`src/rtl/can_bus_arbiter_if.sv`:
```
// ============================================================================
// Module      : can_bus_arbiter_if
// Description : Host, agent and CAN-controller bus bundle for the arbiter.
// Revision    : 1.0
// ============================================================================
`default_nettype none

interface can_bus_arbiter_if #(
    parameter int CAN_NUMS = 4,
    parameter int AW       = 8,
    parameter int DW       = 8
);
    logic [CAN_NUMS-1:0]    host_cs_n;
    logic                   host_we;
    logic                   host_re;
    logic [AW-1:0]          host_addr;
    logic [DW-1:0]          host_din;
    logic [DW*CAN_NUMS-1:0] host_dout;

    logic [CAN_NUMS-1:0]    agt_req;
    logic [CAN_NUMS-1:0]    agt_we;
    logic [AW*CAN_NUMS-1:0] agt_addr;
    logic [DW*CAN_NUMS-1:0] agt_din;
    logic [CAN_NUMS-1:0]    agt_ack;
    logic [DW*CAN_NUMS-1:0] agt_dout;
    logic [CAN_NUMS-1:0]    agt_on;

    logic [CAN_NUMS-1:0]    can_cs_n;
    logic [CAN_NUMS-1:0]    can_we;
    logic [CAN_NUMS-1:0]    can_re;
    logic [AW*CAN_NUMS-1:0] can_addr;
    logic [DW*CAN_NUMS-1:0] can_din;
    logic [DW*CAN_NUMS-1:0] can_dout;

    logic [CAN_NUMS-1:0]    col_flag;
    logic [CAN_NUMS-1:0]    col_clr;

    modport slave (
        input  host_cs_n, host_we, host_re, host_addr, host_din,
        input  agt_req, agt_we, agt_addr, agt_din,
        input  can_dout, col_clr,
        output host_dout, agt_ack, agt_dout, agt_on,
        output can_cs_n, can_we, can_re, can_addr, can_din, col_flag
    );

    modport master (
        output host_cs_n, host_we, host_re, host_addr, host_din,
        output agt_req, agt_we, agt_addr, agt_din,
        output can_dout, col_clr,
        input  host_dout, agt_ack, agt_dout, agt_on,
        input  can_cs_n, can_we, can_re, can_addr, can_din, col_flag
    );
endinterface

`default_nettype wire

```
`src/rtl/can_bus_arbiter.sv`:
```
// ============================================================================
// Module      : can_bus_arbiter
// Description : Per-channel arbitration of CAN controller access between a
//               local-bus host (pass-through) and an autonomous agent.
// Revision    : 1.0
// ============================================================================
`default_nettype none

module can_bus_arbiter #(
    parameter int CAN_NUMS = 4,
    parameter int AW       = 8,
    parameter int DW       = 8,
    parameter int RD_LAT   = 2,
    parameter int U_DLY    = 1
) (
    input  logic             clk,
    input  logic             rst,
    can_bus_arbiter_if.slave bus
);

    typedef enum logic [2:0] {
        IDLE  = 3'd0,
        SETUP = 3'd1,
        ACC   = 3'd2,
        WAIT  = 3'd3,
        DONE  = 3'd4
    } state_t;

    wire [CAN_NUMS-1:0]    w_can_cs_n;
    wire [CAN_NUMS-1:0]    w_can_we;
    wire [CAN_NUMS-1:0]    w_can_re;
    wire [AW*CAN_NUMS-1:0] w_can_addr;
    wire [DW*CAN_NUMS-1:0] w_can_din;
    wire [DW*CAN_NUMS-1:0] w_host_dout;
    wire [DW*CAN_NUMS-1:0] w_agt_dout;
    wire [CAN_NUMS-1:0]    w_agt_ack;
    wire [CAN_NUMS-1:0]    w_agt_on;
    wire [CAN_NUMS-1:0]    w_col_flag;

    // U_DLY exists only for delay-annotated simulation flows; no delay is applied here.
    if (CAN_NUMS < 1 || CAN_NUMS > 8 || RD_LAT < 1 || RD_LAT > 7 || U_DLY < 0) begin : g_bad_params
    end

    for (genvar i = 0; i < CAN_NUMS; i++) begin : g_ch
        state_t        r_state;
        logic [1:0]    r_guard;
        logic [2:0]    r_wait;
        logic          r_ack;
        logic          r_col;
        logic          r_cs_n;
        logic          r_we;
        logic          r_re;
        logic          r_lat_we;
        logic [AW-1:0] r_addr;
        logic [DW-1:0] r_din;
        logic [DW-1:0] r_dout;
        logic          w_pass;

        always_ff @(posedge clk) begin
            if (rst) begin
                r_state  <= IDLE;
                r_guard  <= 2'd0;
                r_wait   <= 3'd0;
                r_ack    <= 1'b0;
                r_col    <= 1'b0;
                r_cs_n   <= 1'b1;
                r_we     <= 1'b0;
                r_re     <= 1'b0;
                r_lat_we <= 1'b0;
                r_addr   <= '0;
                r_din    <= '0;
                r_dout   <= '0;
            end else begin
                r_ack <= 1'b0;

                // Guard only accumulates in IDLE so a request held through DONE must re-qualify.
                if (!bus.host_cs_n[i] || r_state != IDLE)
                    r_guard <= 2'd0;
                else if (r_guard != 2'd2)
                    r_guard <= r_guard + 2'd1;

                if (r_state != IDLE && !bus.host_cs_n[i])
                    r_col <= 1'b1;
                else if (bus.col_clr[i])
                    r_col <= 1'b0;

                case (r_state)
                    IDLE: begin
                        if (bus.agt_req[i] && r_guard == 2'd2) begin
                            r_state  <= SETUP;
                            r_lat_we <= bus.agt_we[i];
                            r_addr   <= bus.agt_addr[i*AW +: AW];
                            r_din    <= bus.agt_din[i*DW +: DW];
                            r_cs_n   <= 1'b0;
                            r_we     <= 1'b0;
                            r_re     <= 1'b0;
                        end
                    end
                    SETUP: begin
                        r_state <= ACC;
                        r_we    <= r_lat_we;
                        r_re    <= ~r_lat_we;
                    end
                    ACC: begin
                        r_we <= 1'b0;
                        r_re <= 1'b0;
                        if (r_lat_we) begin
                            r_state <= DONE;
                            r_cs_n  <= 1'b1;
                            r_ack   <= 1'b1;
                        end else begin
                            r_state <= WAIT;
                            r_wait  <= 3'(RD_LAT - 1);
                        end
                    end
                    WAIT: begin
                        if (r_wait == 3'd0) begin
                            r_state <= DONE;
                            r_cs_n  <= 1'b1;
                            r_ack   <= 1'b1;
                            r_dout  <= bus.can_dout[i*DW +: DW];
                        end else begin
                            r_wait <= r_wait - 3'd1;
                        end
                    end
                    DONE:    r_state <= IDLE;
                    default: r_state <= IDLE;
                endcase
            end
        end

        // Reset forces the host path immediately, even before the state register clears.
        assign w_pass = (r_state == IDLE) || rst;

        assign w_can_cs_n[i]             = w_pass ? bus.host_cs_n[i] : r_cs_n;
        assign w_can_we[i]               = w_pass ? bus.host_we      : r_we;
        assign w_can_re[i]               = w_pass ? bus.host_re      : r_re;
        assign w_can_addr[i*AW +: AW]    = w_pass ? bus.host_addr    : r_addr;
        assign w_can_din[i*DW +: DW]     = w_pass ? bus.host_din     : r_din;
        assign w_host_dout[i*DW +: DW]   = w_pass ? bus.can_dout[i*DW +: DW] : '0;
        assign w_agt_dout[i*DW +: DW]    = rst ? '0 : r_dout;
        assign w_agt_ack[i]              = r_ack & ~rst;
        assign w_agt_on[i]               = (r_state != IDLE) & ~rst;
        assign w_col_flag[i]             = r_col & ~rst;
    end

    assign bus.can_cs_n  = w_can_cs_n;
    assign bus.can_we    = w_can_we;
    assign bus.can_re    = w_can_re;
    assign bus.can_addr  = w_can_addr;
    assign bus.can_din   = w_can_din;
    assign bus.host_dout = w_host_dout;
    assign bus.agt_dout  = w_agt_dout;
    assign bus.agt_ack   = w_agt_ack;
    assign bus.agt_on    = w_agt_on;
    assign bus.col_flag  = w_col_flag;

endmodule

`default_nettype wire
```
`src/flat_wrapper.sv`:
```
// flat-port wrapper written by rule: the top's interface ports become plain ports
module can_bus_arbiter_flat 
#(
    parameter int CAN_NUMS = 4,
    parameter int AW       = 8,
    parameter int DW       = 8,
    parameter int RD_LAT   = 2,
    parameter int U_DLY    = 1
)
  (clk, rst, bus_host_cs_n, bus_host_we, bus_host_re, bus_host_addr, bus_host_din, bus_agt_req, bus_agt_we, bus_agt_addr, bus_agt_din, bus_can_dout, bus_col_clr, bus_host_dout, bus_agt_ack, bus_agt_dout, bus_agt_on, bus_can_cs_n, bus_can_we, bus_can_re, bus_can_addr, bus_can_din, bus_col_flag);
  can_bus_arbiter_if #(.CAN_NUMS(CAN_NUMS), .AW(AW), .DW(DW)) bus_i ();
  input  logic clk;
  input  logic rst;
  input wire logic [$bits(bus_i.host_cs_n)-1:0] bus_host_cs_n;
  input wire logic [$bits(bus_i.host_we)-1:0] bus_host_we;
  input wire logic [$bits(bus_i.host_re)-1:0] bus_host_re;
  input wire logic [$bits(bus_i.host_addr)-1:0] bus_host_addr;
  input wire logic [$bits(bus_i.host_din)-1:0] bus_host_din;
  input wire logic [$bits(bus_i.agt_req)-1:0] bus_agt_req;
  input wire logic [$bits(bus_i.agt_we)-1:0] bus_agt_we;
  input wire logic [$bits(bus_i.agt_addr)-1:0] bus_agt_addr;
  input wire logic [$bits(bus_i.agt_din)-1:0] bus_agt_din;
  input wire logic [$bits(bus_i.can_dout)-1:0] bus_can_dout;
  input wire logic [$bits(bus_i.col_clr)-1:0] bus_col_clr;
  output wire logic [$bits(bus_i.host_dout)-1:0] bus_host_dout;
  output wire logic [$bits(bus_i.agt_ack)-1:0] bus_agt_ack;
  output wire logic [$bits(bus_i.agt_dout)-1:0] bus_agt_dout;
  output wire logic [$bits(bus_i.agt_on)-1:0] bus_agt_on;
  output wire logic [$bits(bus_i.can_cs_n)-1:0] bus_can_cs_n;
  output wire logic [$bits(bus_i.can_we)-1:0] bus_can_we;
  output wire logic [$bits(bus_i.can_re)-1:0] bus_can_re;
  output wire logic [$bits(bus_i.can_addr)-1:0] bus_can_addr;
  output wire logic [$bits(bus_i.can_din)-1:0] bus_can_din;
  output wire logic [$bits(bus_i.col_flag)-1:0] bus_col_flag;
  assign bus_i.host_cs_n = bus_host_cs_n;
  assign bus_i.host_we = bus_host_we;
  assign bus_i.host_re = bus_host_re;
  assign bus_i.host_addr = bus_host_addr;
  assign bus_i.host_din = bus_host_din;
  assign bus_i.agt_req = bus_agt_req;
  assign bus_i.agt_we = bus_agt_we;
  assign bus_i.agt_addr = bus_agt_addr;
  assign bus_i.agt_din = bus_agt_din;
  assign bus_i.can_dout = bus_can_dout;
  assign bus_i.col_clr = bus_col_clr;
  assign bus_host_dout = bus_i.host_dout;
  assign bus_agt_ack = bus_i.agt_ack;
  assign bus_agt_dout = bus_i.agt_dout;
  assign bus_agt_on = bus_i.agt_on;
  assign bus_can_cs_n = bus_i.can_cs_n;
  assign bus_can_we = bus_i.can_we;
  assign bus_can_re = bus_i.can_re;
  assign bus_can_addr = bus_i.can_addr;
  assign bus_can_din = bus_i.can_din;
  assign bus_col_flag = bus_i.col_flag;
  can_bus_arbiter #(.CAN_NUMS(CAN_NUMS), .AW(AW), .DW(DW), .RD_LAT(RD_LAT), .U_DLY(U_DLY)) u_core (.clk(clk), .rst(rst), .bus(bus_i));
endmodule
```
`config.mk`:
```
export PLATFORM = sky130hd
export DESIGN_NAME = can_bus_arbiter_flat
export DESIGN_NICKNAME = d
export VERILOG_FILES = /design/src/rtl/can_bus_arbiter_if.sv /design/src/rtl/can_bus_arbiter.sv /design/src/flat_wrapper.sv
export SDC_FILE = /design/constraint.sdc
export NUM_CORES = 1
export LEC_CHECK = 0
export CAP_MARGIN = 20
export CORE_MARGIN = 2
export CORE_UTILIZATION = 35
export DETAILED_ROUTE_END_ITERATION = 12
export PLACE_DENSITY = 0.65
export SYNTH_ARGS = -nofsm -noshare
export SYNTH_HDL_FRONTEND = slang
export SYNTH_SLANG_ARGS = --single-unit
```
`constraint.sdc`:
```
create_clock -name clk -period 2.1 [get_ports clk]
set_input_delay 0.21 -clock clk [delete_from_list [all_inputs] [get_ports clk]]
set_output_delay 0.21 -clock clk [all_outputs]
set_load 0.05 [all_outputs]
```
== Yosys cells after proc, flatten, opt, wreduce, memory -nomap -nowiden ==
Cells that the tools add are included.
Widths: inputs -> output; s select.

* Input port bits: 132
* Bits in registers: 152
* Output and inout bits: 152
* Logic and storage cells: 289

* Multiplexer cells: 100
* Eq/ne operators: 40
* Bitwise gates (word level): 17
* Add/sub/neg operators: 8
* Reduce and logical (&&, ||, !) cells: 76

{| class="wikitable"
|+ Operator list
! operator !! number
|-
| $mux 8 || 16
|-
| $mux 3 || 20
|-
| $pmux 3 s4 || 4
|-
| $mux 1 || 40
|-
| $pmux 1 s3 || 12
|-
| $reduce_bool 3->1 || 12
|-
| $reduce_and 2->1 || 16
|-
| $eq 3x2->1 const B || 8
|-
| $logic_not 3->1 || 8
|-
| $ne 2x1->1 const B || 12
|-
| $ne 2x2->1 const B || 12
|-
| $pmux 3 s2 || 4
|-
| $reduce_and 4->1 || 4
|-
| $reduce_bool 2->1 || 8
|-
| $and 1x1->1 || 12
|-
| $eq 3x1->1 const B || 4
|-
| $reduce_and 3->1 || 4
|-
| $sub 3x1->3 const B || 4
|-
| $add 2x1->2 const B || 4
|-
| $eq 2x2->1 const B || 4
|-
| $logic_and 1x1->1 || 8
|-
| $logic_or 1x1->1 || 8
|-
| $pmux 1 s2 || 4
|-
| $reduce_or 2->1 || 4
|-
| other kinds (2) || 9
|}

== Logic depth before layout (Yosys ltp) ==
Gate-level depths: netlist of run 1.

* Depth in word-level cells: 4
* Depth in mapped cells: 7
* Mapped depth without buffers: 5

== Worst setup path before layout of run 1 ==
OpenSTA, ideal clock, no wires.

* Path kind: register -> output
* Start: register u_core.g_ch[2].r_state[1]
* End: output port bus_host_dout[16]
* Required time: 1.890 ns
* Stages on the path, launching flop included: 6
* Path buffers: 2
* Arrival time: 1.682 ns
* Path slack: 0.208 ns
* Path through: dfxtp_1 > buf_2 > nor3_4 > nor2_4 > buf_4 > nor2b_1

* Longest elaborated chain between the ends: 3

{| class="wikitable"
|+ RTL lines
! item !! RTL line !! source
|-
| from (decl) || can_bus_arbiter.sv:45 || <nowiki>state_t r_state;</nowiki>
|-
| from (signal assigned) || can_bus_arbiter.sv:61 || <nowiki>r_state <= IDLE;</nowiki>
|-
| from (signal assigned) || can_bus_arbiter.sv:90 || <nowiki>r_state <= SETUP;</nowiki>
|-
| from (signal assigned) || can_bus_arbiter.sv:100 || <nowiki>r_state <= ACC;</nowiki>
|-
| $logic_not 3->1 || can_bus_arbiter.sv:133 || <nowiki>assign w_pass = (r_state == IDLE) || rst;</nowiki>
|-
| $logic_or 1x1->1 || can_bus_arbiter.sv:133 ||
|-
| $mux 8 || can_bus_arbiter.sv:140 || <nowiki>assign w_host_dout[i*DW +: DW] = w_pass ? bus.can_dout[i*DW +: DW] : '0;</nowiki>
|-
| to (decl) || flat_wrapper.sv:25 || <nowiki>output wire logic [$bits(bus_i.host_dout)-1:0] bus_host_dout;</nowiki>
|}

No other way between the ends.

== Worst setup path after layout of run 1 ==
* Start: register u_core.g_ch[2].r_state[0]
* End: output port bus_can_addr[23]

* Longest elaborated chain between the ends: 3

{| class="wikitable"
|+ RTL lines
! item !! RTL line !! source
|-
| $logic_not 3->1 || can_bus_arbiter.sv:133 ||
|-
| $logic_or 1x1->1 || can_bus_arbiter.sv:133 ||
|-
| $mux 8 || can_bus_arbiter.sv:138 || <nowiki>assign w_can_addr[i*AW +: AW] = w_pass ? bus.host_addr : r_addr;</nowiki>
|-
| to (decl) || flat_wrapper.sv:32 || <nowiki>output wire logic [$bits(bus_i.can_addr)-1:0] bus_can_addr;</nowiki>
|}

No other way between the ends.

==> out/qor.csv, run 1 <==
stage;metric;value;unit
run_status;outcome;complete, no violations;
worst_setup_path;critPathMaxFanout;14;
worst_setup_path;crit_family;simple AND/OR/NAND/NOR gates;
yosys;synthTopCellsByArea;dfxtp_1 39%, a21oi_1 7.4%, nand3_1 6.8%, mux2_2 6.5%, o21ai_0 6.2%;
die;die_y;153.8;um
worst_setup_path;r2r_start;u_core.g_ch[1].r_state[0]$_SDFFE_PP0P_;
die;initial_core_util;35.88;%
final_layout;fin_cells;1455;
die;die_w;153.8;um
power_and_ir_drop;internal-power;5814;uW
die;core_area;21890;um2
worst_setup_path;max_stage_delay;0.34;ns
drt;drt_first_pass_iters;5;
final_layout;nNetsFinal;1306;
yosys;synth-seq-area-share;38.74;%
clocking;cts_max_path_buffers;2;
power_and_ir_drop;p_switching;2339;uW
run;maxCapViolCount;0;
clocking;numCtsBuffers;17;
power_and_ir_drop;p_clk_share;41.6;%
yosys;synth_cell_types;51;
placement;place_inst;1413;
min_path;hold_class;input port to register;
worst_setup_path;path_class;register to output pin;
sta;slew_violations;0;
global_routing;grt_overflow_total;0;
global_routing;grt_max_degree;66;
clocking;cts-root-buf;clkbuf_16;
sta;holdWs;0.2972;ns
min_path;hold_end;u_core.g_ch[1].r_dout[1]$_SDFFE_PP0P_;
worst_setup_path;r2r_slack;0.42;ns
yosys;syn_avg_cell_area;8.756;um2
drt;post-route-drc-count;0;
sta;clock-skew-final;0.01410;ns
placement;pre_cts_slack;0.04941;ns
drt;vias_per_cell;5.234;
placement;globalplace.congestion;0.8184;
final_layout;area_growth;51.44;%
final_layout;nFillCells;2027;
worst_setup_path;startpoint_type;register;
clocking;clk_pin_slew;0.06;ns
power_and_ir_drop;switching_share;28.68;%
yosys;syn_nets;1041;
final_layout;register_area;3054;um2
final_layout;drive_gt1_share;25.02;%
clocking;clk_latency;0.42;ns
power_and_ir_drop;powerDensity;685.5;nW/um2
worst_setup_path;required;1.89;ns
sta;slew_headroom;54.83;%
clocking;cts_tree;built;
clocking;cts_hold_buffers;0;
sta;max_freq;488.6;MHz
drt;wirelength;26.28;mm
sta;finalSetupViolCount;0;
worst_setup_path;r2r_end;u_core.g_ch[1].r_addr[4]$_SDFFE_PP0P_;
power_and_ir_drop;p_leak;0.004520;uW
yosys;syn_inst;897;
sta;period_share;97.46;%
drt;vias;7615;
sta;hold_viol;0;
power_and_ir_drop;peakVddDrop;0.0004988;V
global_routing;track_usage;21.48;%
power_and_ir_drop;p_seq_share;36.3;%
clocking;h-tree-depth;4;
drt;ant_nets;0;
placement;place.port_buffers;283;
worst_setup_path;cp-end-kind;output pin;
min_path;worstHoldPathCells;3;
yosys;synth_top_area_share;38.74;%
power_and_ir_drop;p_total;8153;uW
worst_setup_path;path_buf_inv;2;
clocking;cts.sinks;152;
yosys;netlist_area;7854;um2
final_layout;multi_input_area;4302;um2
sta;setup_ws;0.05340;ns
worst_setup_path;cp-startpoint;u_core.g_ch[2].r_state[0]$_SDFFE_PP0P_;
sta;tightestPinTransition;0.6775;ns
yosys;ys.warnings.count;0;
worst_setup_path;worstRegToRegCells;4;
placement;dp_hpwl;18.71;mm
die;placementRows;54;
yosys;synth-seq-cells;152;
min_path;hp-start;rst;
die;die_area;23650;um2
die;ios;284;
global_routing;grt_pass1_wl;40.38;mm
yosys;synth_top_cell_by_area;dfxtp_1;
worst_setup_path;path_cells;nor3_4 -> nor2_4 -> buf_12 -> mux2_1 -> buf_4;
drt;routedWlPerCell;18.06;um
final_layout;n_antenna_cell;0;
global_routing;antenna_found_initial;0;
power_and_ir_drop;combPwrFrac;22.2;%
worst_setup_path;cp.arrival;1.84;ns
worst_setup_path;slowest_stage;dfxtp_1;
sta;fin_crit;2.047;ns
global_routing;grt_pass1_vias;7351;
drt;drtIter0Drc;400;
[per-stage QoR]
stage,utilization (%),TNS (ns),area (um2)
final,54.33,0,11890
after global routing,54.33,-0.02539,11890
after CTS,54.20,-0.0006848,11860
after detailed placement,50.63,0,11080
after global placement,50.63,0,11080
after floorplan,-,0,7854
[worst max path at each step]
| stage | end | depth (start not counted) |
|---|---|---|
| 5_1_grt | bus_host_dout[23] | 6 |
| 3_3_place_gp | bus_can_din[8] | 4 |
| 6_report | bus_can_addr[23] | 5 |
| 4_1_cts | bus_can_addr[20] | 5 |
| 2_1_floorplan | bus_host_dout[16] | 5 |
| 3_5_place_dp | bus_can_din[21] | 4 |
[cell families (layout without fill, tap and decap cells)]
family                     after synthesis  after routing  synth area share (%)
muxes                                   78             78                 12.14
AOI/OAI and AO/OA                      265            265                 18.42
xor gates and xnor gates                 4              4                0.4460
and+or+nand+nor                        286            288                 21.48
DFF                                    152            152                 38.74
adders and majority gates               12             12                 1.912
buffers and inverters                  100            376                 6.866
[state kept, by name (all words and copies together) (netlist names)]
name	count
u_core.g_ch.r_ack	4
u_core.g_ch.r_lat_we	4
u_core.g_ch.r_din	32
u_core.g_ch.r_addr	32
u_core.g_ch.r_we	4
u_core.g_ch.r_state	12
u_core.g_ch.r_guard	8
u_core.g_ch.r_re	4
u_core.g_ch.r_cs_n	4
u_core.g_ch.r_col	4
u_core.g_ch.r_dout	32
u_core.g_ch.r_wait	12
[cells in the mapped netlist, drive strengths merged]
cell / number
and3b: 4
nand4bb: 1
clkbuf: 19
nand4: 1
nand3b: 8
and4bb: 1
a221o: 1
ha: 12
a21boi: 3
and3: 4
nor3b: 5
xor2: 4
nor4: 1
a311oi: 1
nor2b: 76
nor4b: 2
o21a: 2
or3: 5
and2: 9
a31oi: 3
mux2: 78
dfxtp: 152
nand2: 16
a221oi: 2
inv: 20
a211o: 4
o21ai: 111
nand2b: 12
buf: 60
a21oi: 116
a211oi: 11
nand3: 106
nor3: 8
clkinv: 1
or4b: 1
nor2: 20
or4: 5
o31ai: 2
o211ai: 1
and4: 1
o32ai: 4
a21o: 4
[worst reg2reg max path, delay by kind of cell (launching register included)]
family          cells  cell delay [ns]
simple gates        1             0.66
compound gates      2             0.37
flops               1             0.33
buf+inv             1             0.17
[power groups by stage]
stage                     logic, uW  registers (uW)  clock network (uW)
final                          1810            2960                3390
after global routing           1890            2960                3570
after CTS                      1810            2960                3450
after detailed placement       1780            3020                   0
after global placement         1780            3020                   0
after floorplan                 972            3010                   0
[layout by cell type, fill, tap and decap left out, types with 5 or more instances in the layout]
cell,count
inv_6,5
clkbuf_16,17
buf_12,52
mux2_4,20
and2_1,9
o21ai_1,13
a211oi_1,11
nor3b_1,5
dfxtp_1,147
nor2_4,6
or4_1,5
nand3b_1,8
nor2_1,16
buf_4,120
nand2b_1,12
clkdlybuf4s50_1,148
ha_1,12
or3_1,5
a21oi_1,116
nor2b_1,73
mux2_2,45
nand3_1,106
inv_1,20
o21ai_0,98
nand2_1,16
mux2_1,13
[cell type report]
class | instances | share of cell area, %
Sequential cell | 152 | 25.68
Tap cell | 280 | 2.946
Multi-Input combinational cell | 647 | 36.17
Timing Repair Buffer | 323 | 29.07
Clock inverter | 12 | 1.557
Inverter | 21 | 0.6627
Clock buffer | 20 | 3.924
[routing by layer]
layer  wire length (um)  vias to the layer above  GRT usage (%)
li1                   -                     3725              -
met1              11470                     3588          27.66
met4                444                        0          6.029
met3               1774                       23          5.073
met2              12590                      279          36.00
met5                  0                        -              0
[repair_timing]
item,4_1_cts,5_1_grt
setup buffers,7,1
setup endpoints to repair,93,58
resized for setup,5,9
pin swaps,4,1
cloned,2,0
(Power assumes the default switching activity.)
==> run 2, diff against run 1 <==
--- a/config.mk
+++ b/config.mk
@@ -6,6 +6,7 @@
 export NUM_CORES = 1
 export LEC_CHECK = 0
 export CAP_MARGIN = 20
+export CORE_ASPECT_RATIO = 1.2
 export CORE_MARGIN = 2
 export CORE_UTILIZATION = 35
 export DETAILED_ROUTE_END_ITERATION = 12
==> out/qor.csv, run 2 (synthesis results as in run 1) <==
stage;metric;value;unit;change
run_status;outcome;complete, no violations;;
die;die_area;23660;um2;about the same
die;core_area;22220;um2;+1.5%
global_routing;grt_overflow_total;0;;unchanged
power_and_ir_drop;p_leak;0.004470;uW;-1.1%
worst_setup_path;crit_top_cell;buf_4;;
global_routing;grt_pass1_vias;7145;;-2.8%
worst_setup_path;required;1.89;ns;about the same
final_layout;nNetsFinal;1295;;-0.84%
sta;tightestPinTransition;0.6563;ns;-0.02127 ns
sta;setup_ws;0.06878;ns;+0.01538 ns
die;die_w;140.7;um;-8.5%
run;maxCapViolCount;0;;unchanged
die;initial_core_util;35.34;%;-0.53 points
clocking;clk_pin_slew;0.06;ns;about the same
drt;post-route-drc-count;0;;unchanged
worst_setup_path;startpoint_type;register;;
die;placementRows;60;;+11%
final_layout;drive_gt1_share;24.31;%;-0.71 points
final_layout;final_common_cell;clkdlybuf4s50_1;;
placement;pre_cts_slack;0.3578;ns;+0.3084 ns
sta;grt_setup_unrepaired;yes;;
clocking;post-cts-setup-buffer-count;0;;-7
final_layout;nFillCells;2000;;-1.3%
final_layout;register_area;3064;um2;+0.33%
clocking;cts.sinks;152;;unchanged
worst_setup_path;slowest_stage;dfxtp_2;;
min_path;hold_class;input port to register;;
placement;dp_hpwl;18.56;mm;-0.81%
sta;period_share;96.72;%;-0.73 points
clocking;cts-root-buf;clkbuf_16;;
sta;finalSetupViolCount;0;;unchanged
clocking;cts_max_path_buffers;2;;unchanged
worst_setup_path;path_class;register to output pin;;
drt;wirelength;25.66;mm;-2.4%
clocking;numCtsBuffers;17;;unchanged
sta;holdWs;0.2178;ns;-0.07935 ns
drt;drt_first_pass_iters;4;;-1
global_routing;track_usage;21.11;%;-0.36 points
drt;vias;7434;;-2.4%
placement;globalplace.congestion;0.8122;;-0.76%
power_and_ir_drop;peakVddDrop;0.0005378;V;+7.8%
sta;slew_headroom;56.25;%;+1.4 points
die;die_y;168.1;um;+9.3%
drt;drtIter0Drc;444;;+11%
clocking;cts_tree;built;;
sta;tns;0;ns;unchanged
sta;fin_crit;2.031;ns;-0.01538 ns
global_routing;antenna_found_initial;0;;unchanged
final_layout;mostFrequentLayoutCells;148 x clkdlybuf4s50_1, 143 x dfxtp_1, 116 x a21oi_1;;
worst_setup_path;critPathMaxFanout;13;;-1
worst_setup_path;path_cells;nor3_4 -> nor2_4 -> buf_4 -> mux2_2 -> buf_4;;
worst_setup_path;cp.arrival;1.82;ns;-0.02 ns
placement;place.port_buffers;283;;unchanged
clocking;clk_latency;0.42;ns;about the same
worst_setup_path;max_stage_delay;0.44;ns;+0.10 ns
sta;clock-skew-final;0.01211;ns;-0.001994 ns
worst_setup_path;cp-end-kind;output pin;;
final_layout;area_growth;50.72;%;
drt;ant_nets;0;;unchanged
power_and_ir_drop;powerDensity;671.1;nW/um2;-2.1%
final_layout;reg.largest.list;u_core.g_ch.r_addr (32), u_core.g_ch.r_din (32), u_core.g_ch.r_dout (32);;
final_layout;n_antenna_cell;0;;unchanged
die;ios;284;;unchanged
drt;routedWlPerCell;17.78;um;-1.5%
clocking;h-tree-depth;4;;unchanged
global_routing;grt_pass1_wl;39.53;mm;-2.1%
sta;max_freq;492.3;MHz;+0.76%
sta;slew_violations;0;;unchanged
drt;vias_per_cell;5.152;;-1.6%
global_routing;grt_max_degree;81;;+23%
final_layout;multi_input_area;4272;um2;-0.70%
sta;hold_viol;0;;unchanged
[run 2: per-stage QoR]
stage,total power [uW],utilization [%],instance area [um2],cells
after global placement,4844,50.37,11190,1410
after detailed placement,4847,50.37,11190,1410
after global routing,8233,53.27,11840,1443
after CTS,8031,53.11,11800,1442
after floorplan,3979,-,7854,897
final,7944,53.27,11840,1443
[run 2: layer usage]
| layer | global-route usage (%) | routed length [um] |
|---|---|---|
| met1 | 25.21 | 10500 |
| met2 | 35.74 | 12640 |
| met3 | 6.086 | 1864 |
| met4 | 8.391 | 652 |
| met5 | 0 | 0 |
[run 2: final cells by class]
cell class	count	share of cell area, %
Timing Repair Buffer	314	29.35
Sequential cell	152	25.89
Inverter	21	0.6659
Clock inverter	14	1.437
Multi-Input combinational cell	645	36.09
Clock buffer	18	3.625
Tap cell	279	2.949
[run 2: final timing paths]
check                                    startpoint                               endpoint  slack (ns)  cells past startpoint
max reg2reg  u_core.g_ch[1].r_state[0]$_SDFFE_PP0P_  u_core.g_ch[1].r_wait[2]$_SDFFE_PP0P_        0.52                      4
max          u_core.g_ch[3].r_state[0]$_SDFFE_PP0P_                       bus_can_addr[24]        0.07                      5
min reg2reg      u_core.g_ch[1].r_cs_n$_SDFFE_PP1P_     u_core.g_ch[1].r_cs_n$_SDFFE_PP1P_        0.46                      1
min                                             rst  u_core.g_ch[0].r_dout[5]$_SDFFE_PP0P_        0.22                      2
[run 2: repair_timing]
action                                  4_1_cts  5_1_grt
resized for setup                             9        4
pin swaps                                     0        2
cloned                                        0        1
hold buffers                                  0        0
endpoints found under the setup margin       60       25
[run 2: power by group]
| group | total, uW | internal [uW] | switching (uW) |
|---|---|---|---|
| clock | 3170 | 1880 | 1290 |
| sequential | 2960 | 2920 | 33.6 |
| combinational | 1820 | 796 | 1020 |
| total | 7940 | 5600 | 2350 |
[run 2: critical path: cells and delay by family, from the launching register on]
| kind | cells | cell delay, ns |
|---|---|---|
| mux | 1 | 0.37 |
| simple gates | 2 | 0.15 |
| flops | 1 | 0.44 |
| buf+inv | 2 | 0.44 |
